## config.mk

```make
export PLATFORM = sky130hd
export DESIGN_NAME = ro_freq_counter
export DESIGN_NICKNAME = d
export VERILOG_FILES = /design/src/rtl/ro_freq_counter.sv
export SDC_FILE = /design/constraint.sdc
export NUM_CORES = 1
export LEC_CHECK = 0
export CELL_PAD_IN_SITES_DETAIL_PLACEMENT = 1
export CELL_PAD_IN_SITES_GLOBAL_PLACEMENT = 1
export CORE_MARGIN = 2
export CORE_UTILIZATION = 50
export CTS_BUF_LIST = sky130_fd_sc_hd__clkbuf_4 sky130_fd_sc_hd__clkbuf_8
export DETAILED_ROUTE_END_ITERATION = 10
export DONT_BUFFER_PORTS = 1
export PLACE_DENSITY_LB_ADDON = 0.3
export SLEW_MARGIN = 20
export SYNTH_ARGS = -nofsm -noshare
export SYNTH_HDL_FRONTEND = slang
export SYNTH_SLANG_ARGS = --single-unit
```

## constraint.sdc

```tcl
create_clock -name clk -period 5.1 [get_ports clk]
set_input_delay 1.275 -clock clk [delete_from_list [all_inputs] [get_ports clk]]
set_output_delay 1.275 -clock clk [all_outputs]
set_load 0.05 [all_outputs]
```

## src/rtl/ro_freq_counter.sv

```systemverilog
// Ring-oscillator frequency counter: enable, settle, then count synchronized ro_in edges over a clk gate.
// Optional threshold comparator (thresh / below_thresh) is built when RO_FREQ_CMP_EN is defined.
module ro_freq_counter #(
  parameter int GATE_CYCLES   = 1024,
  parameter int SETTLE_CYCLES = 16,
  parameter int CNT_W         = 16,
  parameter int SYNC_STAGES   = 2
) (
  input  logic             clk,
  input  logic             rst_n,
  input  logic             start,
  input  logic             ro_in,
`ifdef RO_FREQ_CMP_EN
  input  logic [CNT_W-1:0] thresh,
  output logic             below_thresh,
`endif
  output logic             ro_en,
  output logic             busy,
  output logic             done,
  output logic [CNT_W-1:0] count,
  output logic             overflow
);

  localparam int GW = $clog2(GATE_CYCLES + 1);
  localparam int SW = $clog2(SETTLE_CYCLES + 1);
  localparam logic [GW-1:0] GATE_LAST   = GW'(GATE_CYCLES - 1);
  localparam logic [SW-1:0] SETTLE_LAST = SW'(SETTLE_CYCLES - 1);

  localparam logic [1:0] ST_IDLE   = 2'd0;
  localparam logic [1:0] ST_SETTLE = 2'd1;
  localparam logic [1:0] ST_GATE   = 2'd2;
  localparam logic [1:0] ST_DONE   = 2'd3;

  logic [1:0]             state_r, state_nx_s;
  logic [SYNC_STAGES-1:0] sync_r;
  logic                   sync_prev_r;
  logic                   edge_s;
  logic [SW-1:0]          settle_cnt_r;
  logic [GW-1:0]          gate_cnt_r;
  logic                   settle_last_s, gate_last_s, gate_entry_s;
  logic [CNT_W-1:0]       count_r, count_nx_s;
  logic                   overflow_r, overflow_nx_s;
  logic                   ro_en_r, busy_r, done_r;

  assign edge_s        = sync_r[SYNC_STAGES-1] & ~sync_prev_r;
  assign settle_last_s = (state_r == ST_SETTLE) && (settle_cnt_r == SETTLE_LAST);
  assign gate_last_s   = (state_r == ST_GATE) && (gate_cnt_r == GATE_LAST);
  assign gate_entry_s  = settle_last_s;

  // Next-state decode; start is only honoured from IDLE or DONE.
  always_comb begin
    state_nx_s = state_r;
    case (state_r)
      ST_IDLE:   if (start) state_nx_s = ST_SETTLE; else state_nx_s = ST_IDLE;
      ST_SETTLE: if (settle_last_s) state_nx_s = ST_GATE; else state_nx_s = ST_SETTLE;
      ST_GATE:   if (gate_last_s) state_nx_s = ST_DONE; else state_nx_s = ST_GATE;
      ST_DONE:   if (start) state_nx_s = ST_SETTLE; else state_nx_s = ST_IDLE;
      default:   state_nx_s = ST_IDLE;
    endcase
  end

  // Saturating edge counter: cleared on gate entry, held outside the gate.
  always_comb begin
    count_nx_s    = count_r;
    overflow_nx_s = overflow_r;
    if (gate_entry_s) begin
      count_nx_s    = {CNT_W{1'b0}};
      overflow_nx_s = 1'b0;
    end else if ((state_r == ST_GATE) && edge_s) begin
      if (count_r == {CNT_W{1'b1}}) begin
        overflow_nx_s = 1'b1;
      end else begin
        count_nx_s = count_r + CNT_W'(1);
      end
    end else begin
      count_nx_s    = count_r;
      overflow_nx_s = overflow_r;
    end
  end

  // Synchronizer and edge history run in every state.
  always_ff @(posedge clk or negedge rst_n) begin
    if (!rst_n) begin
      sync_r      <= {SYNC_STAGES{1'b0}};
      sync_prev_r <= 1'b0;
    end else begin
      sync_r      <= {sync_r[SYNC_STAGES-2:0], ro_in};
      sync_prev_r <= sync_r[SYNC_STAGES-1];
    end
  end

  // FSM, window counters and registered outputs.
  always_ff @(posedge clk or negedge rst_n) begin
    if (!rst_n) begin
      state_r      <= ST_IDLE;
      settle_cnt_r <= {SW{1'b0}};
      gate_cnt_r   <= {GW{1'b0}};
      count_r      <= {CNT_W{1'b0}};
      overflow_r   <= 1'b0;
      ro_en_r      <= 1'b0;
      busy_r       <= 1'b0;
      done_r       <= 1'b0;
    end else begin
      state_r      <= state_nx_s;
      settle_cnt_r <= ((state_r == ST_SETTLE) && !settle_last_s) ? settle_cnt_r + SW'(1) : {SW{1'b0}};
      gate_cnt_r   <= ((state_r == ST_GATE) && !gate_last_s) ? gate_cnt_r + GW'(1) : {GW{1'b0}};
      count_r      <= count_nx_s;
      overflow_r   <= overflow_nx_s;
      ro_en_r      <= (state_nx_s == ST_SETTLE) || (state_nx_s == ST_GATE);
      busy_r       <= (state_nx_s == ST_SETTLE) || (state_nx_s == ST_GATE);
      done_r       <= (state_nx_s == ST_DONE);
    end
  end

  assign ro_en    = ro_en_r;
  assign busy     = busy_r;
  assign done     = done_r;
  assign count    = count_r;
  assign overflow = overflow_r;

`ifdef RO_FREQ_CMP_EN
  logic [CNT_W-1:0] thresh_r;
  logic             below_r;

  // Threshold captured at gate entry; verdict uses the final count and lands with done.
  always_ff @(posedge clk or negedge rst_n) begin
    if (!rst_n) begin
      thresh_r <= {CNT_W{1'b0}};
      below_r  <= 1'b0;
    end else begin
      if (gate_entry_s) thresh_r <= thresh;
      else              thresh_r <= thresh_r;
      if (gate_last_s) below_r <= !overflow_nx_s && (count_nx_s < thresh_r);
      else             below_r <= below_r;
    end
  end

  assign below_thresh = below_r;
`endif

endmodule

```

After elaboration in Yosys (flattened, before gate mapping). Cells that the tools add are included.

Bits in read-only memories: 0. Memories: 0. Output and inout port bits: 20. Bits in latches: 0. Bits in registers: 40. Memory bits (writable): 0.

Bitwise operators: 2. Muxes and demuxes: 12. Divide/modulo/power cells: 0. Equality and inequality tests: 10. Shift operators: 0. $lt $le $gt $ge: 0. Add/sub/neg operators: 3. Reduce and logical (&&, ||, !) cells: 14. Multiply operators: 0.

Operator list (count): two-way mux 16 bit (3); adder 16 x 1 -> 16 bit (second input constant) (1); equality test 16 bit (second input constant) (1); adder 11 x 1 -> 11 bit (second input constant) (1); equality test 11 x 10 -> 1 bit (second input constant) (1); two-way mux 11 bit (1); equality test 2 bit (second input constant) (4); one-hot mux 2 bit (3 select lines) (1); adder 5 x 1 -> 5 bit (second input constant) (1); equality test 5 x 4 -> 1 bit (second input constant) (1); logical AND 1 bit (5); two-way mux 1 bit (5); two-way mux 5 bit (1); equality test 2 x 1 -> 1 bit (second input constant) (2); AND reduction 2 bit (2); nonzero test 2 bit (2); logical NOT 1 bit (2); logical NOT 2 bit (1); two-way mux 2 bit (1); != test 2 bit (second input constant) (1); OR reduction 2 bit (1); bitwise AND 1 bit (1); logical OR 1 bit (1); inverter 1 bit (1).

Longest topological paths before layout. Gate-level depths: netlist of run 1.

Word-level depth: 6. Mapped depth: 8.

Worst setup path after synthesis of run 1. No wires, ideal clock.

Path kind: register to output. Start: register busy (netlist name). End: output ro_en. Slack: 2939 ps. Stages on the path, launching flop included: 2. Buffers on the path: 1. Arrival time: 886 ps. Cell sequence: dfrtp_1 -> buf_4.

RTL lines: end, declared (RTL line 17) `output logic ro_en,`.

Worst setup path after layout of run 1.
Start: register settle_cnt_r[0]. End: register count_r[9], in the netlist count[9].

Longest elaborated chain between the ends: 4. Elaborated cells between the ends (all ways): 6.

Ends and longest elaborated chain: start, declared (RTL line 38) `logic [SW-1:0] settle_cnt_r;`; start signal, assigned (RTL line 96) `settle_cnt_r <= {SW{1'b0}};`; start signal, assigned (RTL line 105) `settle_cnt_r <= ((state_r == ST_SETTLE) && !settle_last_s) ? settle_cnt_r + SW'(1) : {SW{1'b0}};`; equality test 5 x 4 -> 1 bit * (RTL line 46) `assign settle_last_s = (state_r == ST_SETTLE) && (settle_cnt_r == SETTLE_LAST);`; logical AND 1 bit * (RTL line 46); != test 2 bit (no source line) / nonzero test 2 bit (equally long branches); AND reduction 2 bit (no source line); end signal, assigned (RTL line 98) `count_r <= {CNT_W{1'b0}};`; end signal, assigned (RTL line 107) `count_r <= count_nx_s;`; end, declared (RTL line 41) `logic [CNT_W-1:0] count_r, count_nx_s;`.

Mark *: on every way between the ends. The rest lies on a longest branch, timed or not. A chain may end at the register's enable or synchronous reset.

==> metrics.txt, run 1 <==
cell area after synthesis 2003 µm²; Clock Pin Slew Worst Setup and Hold Paths around 80 ps; clock root cell sky130_fd_sc_hd__clkbuf_8; startpoint kind of the worst setup timing path flop; share of the synthesized area in compound gates (AO/OA/AOI/OAI) 0.1006; Clock H-tree levels 2; clock latency at the later pin of the worst-skew pair 300 ps; CTS tree yes; Largest delay share family, worst path simple AND/OR/NAND/NOR gates; final standard cell utilization of the core 0.5425; most numerous cell on the critical path sky130_fd_sc_hd__ha_1; layout cells sized above 1 0.09424; relative contribution of the clock network to total power 0.343; largest family of logic cells by synthesized area simple AND/OR/NAND/NOR gates; post-place setup slack about 2600 ps; number of antenna cells inserted 0; register bit total from synthesis 40; total congestion overflow after global routing 0; total negative setup slack 0 ps; Chip Width 67.30 µm; Placed Instance Area about 2000 µm²; clk sinks 40; number of nets in the final layout 202; Peak Freq between 300 and 400 MHz; number of antenna violations at the first check in global routing 0; Pre-Repair DR Iteration Count 4; outcome finished, final reports clean; min-delay worst type reg -> reg; share of total power consumed by net switching 0.3085; GRT Resource Usage Total 0.2151; commonest non-fill, non-tap cell in the layout sky130_fd_sc_hd__dfrtp_1; commonest cells after routing, fill and taps aside 40 x sky130_fd_sc_hd__dfrtp_1, 17 x sky130_fd_sc_hd__nor2_1, 14 x sky130_fd_sc_hd__nand2_1; synthesized area divided by synthesized cell count roughly 11 µm²; number of global-route vias before repair 1551; number of endpoints with negative hold slack in the final report 0; share of the cycle needed by the critical path after routing 0.4970; Net Sw Power just over 200 µW; Slew Limit Headroom 0.4248; arithmetic-cell share of the synthesized area counting full adders, half adders and majority gates 0.04997; cell count after synthesis 190; multiplexer share of the synthesized area 0.02061; final max-slew violation count 0; portion of total power attributed to sequential cells 0.606; Via-to-Cell Ratio ~6.1; sequential element share of the synthesized area 0.4997; met1 track utilization from global routing 0.2540; Final setup viols 0; total number of yosys warnings 0; final setup slack of the worst path 2565 ps; largest net degree at the start of global routing 41; Critical Path Max Stage Delay roughly 560 ps; required time reported for the critical path endpoint 5320 ps; count of cell types in the netlist between 40 and 50; Comb power frac 0.052; total leakage power 0.0009881 µW; startpoint-to-endpoint class of the critical path reg -> reg; layer carrying the most global-route usage met2; slowest cell on the critical path sky130_fd_sc_hd__and2_1; Post-Synth Simple-Gate Area 0.2561; xor and xnor fraction of the mapped netlist area 0.04372; total vias in the final route between 1000 and 1500; pwr/cell area a little over 300 nW/µm²; met2 GRT Util 0.3750; DRC errors left 0; average wire per standard cell 17.64 µm; count of max-cap constraint violations 0; buffers inserted by post-CTS timing repair 0; number of clock buffers inserted by TritonCTS 5; layout-stage area growth over the synthesis result 5.996%; Gates resized, CTS repair 0; total nets after synthesis 202; Peak VDD IR 0.2087 mV; Arr. time, crit path 2760 ps; # hold bufs at CTS 0; fin area ~2100 µm²; setup repair after global routing missed its margin false; final critical path time including I/O delays and setup 2535 ps; Worst Path Buf+Inv 0; transition time at the pin with the least slew margin 863.4 ps; chain of cells forming the critical path ha_1 > and3_1 > ha_1 > and2_1 > o211ai_1 > or4_1 > a21oi_1; placeable core region between 3000 and 4000 µm²; post-detailed-routing wire length 4252 µm; kind of capture point of the worst setup path flop; HPWL reported at the end of detailed placement 3119 µm; effective utilization at floorplan 0.5118; first-pass GRT wire length 7224 µm; cell internal pwr 455.9 µW; buffers from clock root to sink, at most 2; global-route track usage on met3 0.06333; total number of placement rows 23; Antenna Nets Post-Route 0; Die Span Y 67.30 µm; Hold Slack 351.5 ps; worst clock skew on the final layout slightly above 5 ps; DRC violation total after the first TritonRoute iteration 64; Ports 24; Port Buffer Count 0; maximum net fanout on the critical path 16; global placement routability congestion 0.7870; total die area 4529 µm²
state kept, by name (all words and copies together), names as in the netlist, 2 cells and up:
register,flops
gate_cnt_r,11
state_r,2
count,16
settle_cnt_r,5
sync_r,2
worst paths after layout:
check | start | to | slack [ps] | cells after the start
max | settle_cnt_r[0] | count[9] | 2570 | 7
min | sync_r[0] | sync_r[1] | 350 | 0
max reg2reg | settle_cnt_r[0] | count[9] | 2570 | 7
min reg2reg | sync_r[0] | sync_r[1] | 350 | 0
max in group asynchronous | rst_n | count[1] | 4350 | 0
min in group asynchronous | rst_n | count[7] | 660 | 0
synthesized netlist by cell type (all sizes together):
master | number | area [µm²]
a21oi | 12 | 60.06
a22oi | 1 | 7.510
a31oi | 1 | 6.260
a41o | 1 | 10.01
and2 | 4 | 25.02
and3 | 6 | 38.79
and3b | 1 | 8.760
and4 | 3 | 27.53
buf | 3 | 20.01
clkbuf | 4 | 20.02
dfrtp | 40 | 1001
ha | 8 | 100.1
inv | 5 | 18.77
mux2 | 1 | 11.26
mux2i | 3 | 30.03
nand2 | 15 | 58.81
nand2b | 4 | 25.02
nand3 | 9 | 45.04
nand3b | 1 | 11.26
nand4 | 9 | 83.83
nor2 | 17 | 63.81
nor3 | 2 | 10.01
nor4 | 3 | 33.78
o211ai | 2 | 20.02
o21a | 1 | 7.510
o21ai | 4 | 20.01
o311ai | 1 | 8.760
o31a | 1 | 8.760
o31ai | 7 | 52.55
or3 | 2 | 12.51
or3b | 1 | 8.760
or4 | 8 | 60.06
xnor2 | 7 | 61.31
xor2 | 3 | 26.28
layer usage:
layer | vias to the layer above | part of all wire
met5 | - | 0
met4 | 0 | 0.017
met3 | 8 | 0.041
met2 | 24 | 0.52
met1 | 752 | 0.42
li1 | 694 | -
worst reg2reg max path, cell delays in order (launching register included):
cell and delay, ps:
sky130_fd_sc_hd__dfrtp_1 380, sky130_fd_sc_hd__ha_1 190, sky130_fd_sc_hd__and3_1 160, sky130_fd_sc_hd__ha_1 190, sky130_fd_sc_hd__and2_1 560, sky130_fd_sc_hd__o211ai_1 310, sky130_fd_sc_hd__or4_1 520, sky130_fd_sc_hd__a21oi_1 160
power groups by stage:
stage	sequential (µW)	combinational (µW)	clock, µW
2_1_floorplan	400	28.1	0
3_3_place_gp	405	31.7	0
3_5_place_dp	406	34.4	0
4_1_cts	400	34.5	233
5_1_grt	402	39.2	249
6_report	399	34.1	226
cell families after synthesis:
group / after synthesis
AOI/OAI and AO/OA: 31
buffers and inverters: 12
adders and majority gates: 8
and+or+nand+nor: 85
muxes: 4
DFF: 40
xor gates and xnor gates: 10
per-stage QoR:
| step | power (µW) | std cells |
|---|---|---|
| final | 659.3 | 241 |
| after global routing | 690.7 | 241 |
| after CTS | 667.7 | 241 |
| after detailed placement | 440.8 | 233 |
| after global placement | 436.7 | 233 |
| after floorplan | 428.0 | 190 |
layout make-up:
class,instances,area (µm²)
Clock inverter,2,15.01
Multi-Input combinational cell,138,943.4
Tap cell,50,62.56
Clock buffer,6,82.58
Sequential cell,40,1001
Fill cell,450,1790
Inverter,5,18.77
Note: power is estimated with default switching activity, not from simulation.
==> inputs of run 2 (changes only) <==
Clock period 5.1 ns to 2.5 ns, I/O delays scaled along.
==> metrics.txt, run 2 (same netlist as run 1, synthesis figures left out) <==
number of nets in the final layout 222; post-detailed-routing wire length 4987 µm; DRC errors left 0; DRC violation total after the first TritonRoute iteration 83; clk sinks 40; total number of placement rows 23; maximum net fanout on the critical path 6; Clock H-tree levels 2; effective utilization at floorplan 0.5118; layout cells sized above 1 0.1762; Antenna Nets Post-Route 0; buffers inserted by post-CTS timing repair 0; required time reported for the critical path endpoint ~2700 ps; pwr/cell area 679.4 nW/µm²; number of antenna cells inserted 0; total vias in the final route 1607; total leakage power between 0.001 and 0.0015 µW; layout filler cell count 446; number of clock buffers inserted by TritonCTS 5; largest net degree at the start of global routing a little over 40; min-delay worst type in -> async; Ports 24; fin area 2317 µm²; setup repair after global routing missed its margin false; total congestion overflow after global routing 0; buffers from clock root to sink, at most 2; outcome finished, final reports clean; Pre-Repair DR Iteration Count 4; layout-stage area growth over the synthesis result 15.68%; post-place setup slack 392.1 ps; CTS tree yes; clock latency at the later pin of the worst-skew pair 300 ps; Placed Instance Area 2168 µm²; slowest cell on the critical path sky130_fd_sc_hd__or4_1; Cell Count Post-Placement 252; Post-Layout Cell Count 260; Slew Limit Headroom 0.6111; global placement routability congestion 0.7632; Arr. time, crit path 2350 ps; final max-slew violation count 0; Via-to-Cell Ratio 6.181; Die Span Y 67.30 µm; Port Buffer Count 0; average wire per standard cell 19.18 µm; Peak VDD IR ~0.40 mV; most numerous cell on the critical path sky130_fd_sc_hd__ha_1; commonest cells after routing, fill and taps aside 40 x sky130_fd_sc_hd__dfrtp_1, 19 x sky130_fd_sc_hd__buf_4, 17 x sky130_fd_sc_hd__nor2_1; Critical Path Max Stage Delay 540 ps; Final setup viols 0; placeable core region 3914 µm²; clock root cell sky130_fd_sc_hd__clkbuf_8; final critical path time including I/O delays and setup between 2000 and 2500 ps; first-pass GRT wire length 8031 µm; startpoint-to-endpoint class of the critical path reg -> reg; total negative setup slack 0 ps; number of antenna violations at the first check in global routing 0; total die area 4529 µm²; startpoint kind of the worst setup timing path flop; transition time at the pin with the least slew margin just under 600 ps; final setup slack of the worst path between 300 and 400 ps; commonest non-fill, non-tap cell in the layout sky130_fd_sc_hd__dfrtp_1; GRT Resource Usage Total 0.2425; HPWL reported at the end of detailed placement 3437 µm; chain of cells forming the critical path ha_1 > and3_1 > ha_1 > and2_1 > o211ai_1 > or4_1 > a21oi_1; share of the cycle needed by the critical path after routing 0.8497; number of global-route vias before repair 1711; Largest register FFs 16; Peak Freq 470.8 MHz; worst clock skew on the final layout 11.38 ps; count of max-cap constraint violations 0; Clock Pin Slew Worst Setup and Hold Paths ~90 ps; kind of capture point of the worst setup path flop; number of endpoints with negative hold slack in the final report 0; Chip Width approximately 67 µm
-- run 2: worst paths after layout --
check / depth (start not counted) / slack [ps] / start / endpoint
worst max-delay path: 7 / 380 / settle_cnt_r[0] / count[9]
worst min-delay path: 0 / 20 / rst_n / gate_cnt_r[10]
worst max register to register: 7 / 380 / settle_cnt_r[0] / count[9]
worst min register to register: 0 / 350 / sync_r[0] / sync_r[1]
max in group asynchronous: 1 / 2170 / rst_n / sync_r[1]
min in group clk: 0 / 350 / sync_r[0] / sync_r[1]
-- run 2: power breakdown --
| part | total (µW) | internal, µW | switching [µW] |
|---|---|---|---|
| Sequential | 699 | 676 | 22.7 |
| Combinational | 250 | 70.5 | 180 |
| Clock | 626 | 393 | 232 |
-- run 2: per-stage QoR --
stage,power (µW),hold slack (ps),util
3_5_place_dp,944.4,330.4,0.5540
5_1_grt,1635,2.552,0.5921
3_3_place_gp,930.9,330.5,0.5540
4_1_cts,1572,3.138,0.5870
6_report,1574,22.26,0.5921
2_1_floorplan,873.1,329.4,-
-- run 2: timing repair --
item / CTS / global route
endpoints found under the hold margin: 0 / 32
hold buffers: 0 / 1
gates resized for setup: 0 / 0
-- run 2: cell type report --
cell class	count	area [µm²]	area share
well taps	50	62.56	0.02700
flip-flops and latches	40	1001	0.4320
multi-input cells	138	943.4	0.4071
repair buffers	20	162.7	0.07019
clock inverters	2	60.06	0.02592
clock buffers	5	68.82	0.02970
inverters	5	18.77	0.008099
-- run 2: routing by layer --
layer  up-vias  share of wire  global-route usage
li1        729              -                   -
met1       831           0.40              0.2650
met2        37           0.55              0.4567
met3        10          0.035             0.06000
met4         0          0.014             0.07653
met5         -              0                   0
-- run 2: worst max-delay path: cells and delay by family (launching register included) --
family	cells	cell delay (ps)
flip-flops	1	390
AO/OA/AOI/OAI	2	400
AND/OR/NAND/NOR	3	880
adder cells (fa/ha/maj)	2	400
==> inputs of run 3 (changes only) <==
Settings changed: CORE_UTILIZATION 50 to 46.
Clock period 2.5 ns to 1.8 ns, I/O delays scaled along.
==> metrics.txt, run 3 (same netlist as run 1, synthesis figures left out) <==
commonest cells after routing, fill and taps aside 43 x sky130_fd_sc_hd__buf_4, 26 x sky130_fd_sc_hd__dfrtp_1, 17 x sky130_fd_sc_hd__nor2_1; fin area roughly 2700 µm²; Worst Hold Path Cells 0; total number of placement rows 23; met1 track utilization from global routing 0.2780; worst clock skew on the final layout 10.16 ps; DRC violation total after the first TritonRoute iteration 79; buffers from clock root to sink, at most 2; total die area 4899 µm²; GRT Resource Usage Total 0.2522; Antenna Nets Post-Route 0; global-route track usage on met3 0.05483; Slew Limit Headroom 0.6859; final setup slack of the worst path -140.7 ps; final max-slew violation count 0; chain of cells forming the critical path ha_2 > and3_4 > ha_4 > and2_4 > o211ai_1 > buf_4 > o31ai_1 > a21oi_2; number of clock buffers inserted by TritonCTS 5; Cell Count Post-Placement approximately 270; number of nets in the final layout 250; violated checks setup timing; Chip Width between 60 and 70 µm; CTS tree yes; Via-to-Cell Ratio 6.170; number of global-route vias before repair between 1500 and 2000; Arr. time, crit path 2120 ps; min-delay worst type in -> reg; total vias in the final route 1783; Port Buffer Count 0; layer carrying the most global-route usage met2; Worst Path Buf+Inv 1; Placed Instance Area 2352 µm²; instance count on the critical path 8; HPWL reported at the end of detailed placement 3836 µm; startpoint kind of the worst setup timing path flop; placeable core region 4086 µm²; slowest cell on the critical path sky130_fd_sc_hd__dfrtp_1; first-pass GRT wire length 9597 µm; average wire per standard cell 23.49 µm; kind of capture point of the worst setup path flop; number of antenna cells inserted 0; Die Span Y 69.99 µm; layout-stage area growth over the synthesis result 34.92%; met2 GRT Util 0.4772; crit path from settle_cnt_r[1]; number of antenna violations at the first check in global routing 0; final critical path time including I/O delays and setup 1941 ps; layout cells sized above 1 0.3891; Critical Path Max Stage Delay 380 ps; DRC errors left 0; Ports 24; Post-Layout Cell Count 289; effective utilization at floorplan 0.4902; setup repair after global routing missed its margin true; share of the cycle needed by the critical path after routing 1.078; total leakage power 0.001266 µW; total power draw 2466 µW; total negative setup slack -378.6 ps; clock latency at the later pin of the worst-skew pair roughly 300 ps; Clock H-tree levels 2; Final setup viols 4; worst reg2reg startpoint settle_cnt_r[1]; number of endpoints with negative hold slack in the final report 0; post-detailed-routing wire length 6789 µm; layout filler cell count 426; Peak Freq 515.3 MHz; crit path to count[9]; commonest non-fill, non-tap cell in the layout sky130_fd_sc_hd__buf_4; Largest register FFs 16; Pre-Repair DR Iteration Count 4; worst reg2reg path depth 8; count of max-cap constraint violations 0; required time reported for the critical path endpoint 1980 ps; global placement routability congestion 0.8333; pwr/cell area 912.3 nW/µm²; outcome finished, violations left; Reg-to-Reg End count[9]; clk sinks 40; largest net degree at the start of global routing between 40 and 50; clock root cell sky130_fd_sc_hd__clkbuf_8; minimum setup slack among reg-to-reg paths -140 ps; final standard cell utilization of the core 0.6614; Largest delay share family, worst path compound AO/OA/AOI/OAI gates; transition time at the pin with the least slew margin 471.2 ps; Clock Pin Slew Worst Setup and Hold Paths about 80 ps; Peak VDD IR 0.4655 mV; maximum net fanout on the critical path 5; total congestion overflow after global routing 0; startpoint-to-endpoint class of the critical path reg -> reg
run 3: changes by cell type in the layout (fill, tap and decap cells not counted), moves of 3 or more:
cell	before	now
sky130_fd_sc_hd__buf_4	19	43
sky130_fd_sc_hd__ha_4	0	3
sky130_fd_sc_hd__dfrtp_1	40	26
sky130_fd_sc_hd__ha_1	8	3
sky130_fd_sc_hd__dfrtp_2	0	14
run 3: per-stage QoR:
stage               hold WS, ps  worst slack [ps]
finish                    174.2            -140.7
global route              159.4            -191.6
CTS                       165.8            -87.96
detailed placement        155.4            -90.77
global placement          155.4             54.83
floorplan                 154.4            -30.23
run 3: repair_timing:
action | in CTS | in global routing
pin swaps | 5 | 7
hold endpoints to repair | 40 | 0
endpoints found under the setup margin | 10 | 16
gates cloned | 0 | 1
buffers inserted | 6 | 5
hold buffers | 2 | 0
gates resized for setup | 4 | 10
run 3: power breakdown:
part | internal, µW | switching, µW | total [µW]
registers | 946 | 82.7 | 1030
logic | 130 | 278 | 407
clock network | 694 | 336 | 1030
run 3: area by class of cell:
class / count / area (µm²) / area share
Clock buffer: 5 / 68.82 / 0.02546
Clock inverter: 3 / 90.09 / 0.03333
Inverter: 5 / 18.77 / 0.006944
Multi-Input combinational cell: 139 / 1069 / 0.3954
Sequential cell: 40 / 1018 / 0.3769
Tap cell: 50 / 62.56 / 0.02315
Timing Repair Buffer: 47 / 375.4 / 0.1389
run 3: worst min-delay path by stage:
stage,start,to
2_1_floorplan,rst_n,busy
3_3_place_gp,rst_n,count[5]
3_5_place_dp,rst_n,count[5]
4_1_cts,ro_in,sync_r[0]
5_1_grt,ro_in,sync_r[0]
6_report,ro_in,sync_r[0]
run 3: per-layer routing:
| metal | up-vias | wire [µm] |
|---|---|---|
| met5 | - | 0 |
| met4 | 0 | 257 |
| met3 | 22 | 360 |
| met2 | 73 | 3633 |
| met1 | 901 | 2537 |
| li1 | 787 | - |
==> edit, RTL diff (config.mk and constraints of run 3) <==
The parameter `SETTLE_CYCLES` goes from 16 to 8.
--- a/src/rtl/ro_freq_counter.sv
+++ b/src/rtl/ro_freq_counter.sv
@@ -3,5 +3,5 @@
 module ro_freq_counter #(
   parameter int GATE_CYCLES   = 1024,
-  parameter int SETTLE_CYCLES = 16,
+  parameter int SETTLE_CYCLES = 8,
   parameter int CNT_W         = 16,
   parameter int SYNC_STAGES   = 2
Formal check against the unedited RTL: same outputs for any inputs over 10 cycles, from zero or initial values and one cycle with rst_n low; that may be too few to reach the edited logic, so the function may still have changed.
==> edit against run 3 <==
  * The flow still finishes with violations (negative setup slack)
  * Global-route usage is 0.96 points higher
  * Sequential cell count shrank 1
  * Synthesized area down 3.4%
  * Routed wire length decreased by 11%
  * Cell area is 6.7% lower
  * Combinational power rose by 3%
  * Sequential share of layout area increased by 1.8 points
  * Worst setup slack improved by 0.099 ns
  * Critical path depth decreased by 1
  * Non-clock buffer count shrank 9
  * Total power fell by 13%
  * Clock power shrank 27%
  * First-iteration DRC count grew 71%
  * Critical endpoint is now count[8]
==> edit: results (changes against run 3) <==
[yosys]
synth.net_count = 198  ; was 202
avgSynthCellArea_um2 = 10.3  ; was 10.5 um^2
ys_types = 37  ; was 45
synth_xor_area_frac = 0.0362  ; was 0.0437
post_synth_fa_ha_maj_area_fraction = 0.0388  ; was 0.0500
synth_compound_area_frac = 0.130  ; was 0.101
ys_top_cells_by_area = dfrtp_1, a21oi_1, ha_1, o31ai_1, or4_1  ; was dfrtp_1, ha_1, nor2_1, xnor2_1, a21oi_1
synth_mux_area_frac = 0.00517  ; was 0.0206
synth_common_cells = dfrtp_1, a21oi_1, nor2_1  ; was dfrtp_1, nor2_1, nand2_1

[place]
place_area_mm2 = 0.00225  ; was 0.00235 mm^2
post-dp-hpwl_um = 3850  ; was 3840 um
pre_cts_ws_ns = -0.217  ; was -0.0908 ns
gp_congestion = 0.791  ; was 0.833

[cts]
cts_hold_buf = 1  ; was 2
cts_resized = 5  ; was 4
clockRootBuffer = clkbuf_8  ; unchanged
cts_sinks = 39  ; was 40

[outcome]
outcome = finished, violations left  ; unchanged
violations = negative setup slack  ; unchanged

[finish]
num-fill-cells = 438  ; was 426
buf_share = 0.121  ; was 0.139
inverters = 4  ; was 5
nNetsFinal = 236  ; was 250
seq_share = 0.395  ; was 0.377
post-route-cell-area_mm2 = 0.00252  ; was 0.00270 mm^2
multi_input_cells = 138  ; was 139
clock_area_frac = 0.0466  ; was 0.0588
layout-drive-gt1-share = 0.370  ; was 0.389

[setup_path]
cp_slowest_stage_delay_ns = 0.41  ; was 0.38 ns
worstPathArrival_ns = 2.04  ; was 2.12 ns
r2r-start = state_r[1]  ; was settle_cnt_r[1]
critPathCapture = count[8]  ; was count[9]
r2r_cells = 7  ; was 8
cp_top_family = simple AND/OR/NAND/NOR gates  ; was compound AO/OA/AOI/OAI gates
crit_fanout = 9  ; was 5

[route]
detail_route.iter0.violations = 135  ; was 79
wire_per_inst_um = 21.8  ; was 23.5 um
post_drt_via_cell_ratio = 6.32  ; was 6.17

[global_routing]
grtUsageTotal = 0.262  ; was 0.252
use_met3 = 0.0649  ; was 0.0548
grt_use_met1 = 0.337  ; was 0.278
grt_use_met2 = 0.438  ; was 0.477
first_global_vias = 1762  ; was 1910

[power]
p_int_mw = 1.50  ; was 1.77 mW
max-vdd-ir-drop_v = 0.000425  ; was 0.000465 V
power_density_mw_per_mm2 = 852  ; was 912 mW/mm^2
p_seq_mw = 0.976  ; was 1.03 mW
leakagePower_nw = 1.06  ; was 1.27 nW

[timing]
worst_slack_ns = -0.0418  ; was -0.141 ns
setup_violations = 4  ; unchanged
tns_ns = -0.0809  ; was -0.379 ns
relSlewSlack = 0.676  ; was 0.686
finalClockSkew_ns = 0.00939  ; was 0.0102 ns
whs_ns = 0.190  ; was 0.174 ns

[edit: cell count changes in the layout (fill, tap and decap cells not counted), moves of 3 or more]
| cell | change |
|---|---|
| buf_4 | -8 |
| nand3b_1 | +3 |
| and4_1 | +3 |
| or3_1 | +3 |
| nor2_1 | -4 |
| nand2b_1 | -3 |
| o21ai_0 | +3 |
| xnor2_1 | -5 |
| dfrtp_1 | -3 |
| and3_1 | +3 |
| xor2_1 | +3 |
| a21oi_1 | +4 |
[edit: worst register-to-register path: stages, from the launching register on]
cell	delay [ns]
dfrtp_1	0.41
inv_2	0.09
ha_4	0.12
and4b_4	0.32
nor2_2	0.12
buf_4	0.16
or3_1	0.36
a21oi_1	0.19
[edit: per-layer routing]
metal / wire (um) / vias up / part of all wire
met5: 0 / - / 0
met4: 133 / 0 / 0.022
met3: 356 / 14 / 0.059
met2: 3070 / 63 / 0.51
met1: 2460 / 898 / 0.41
li1: - / 777 / -
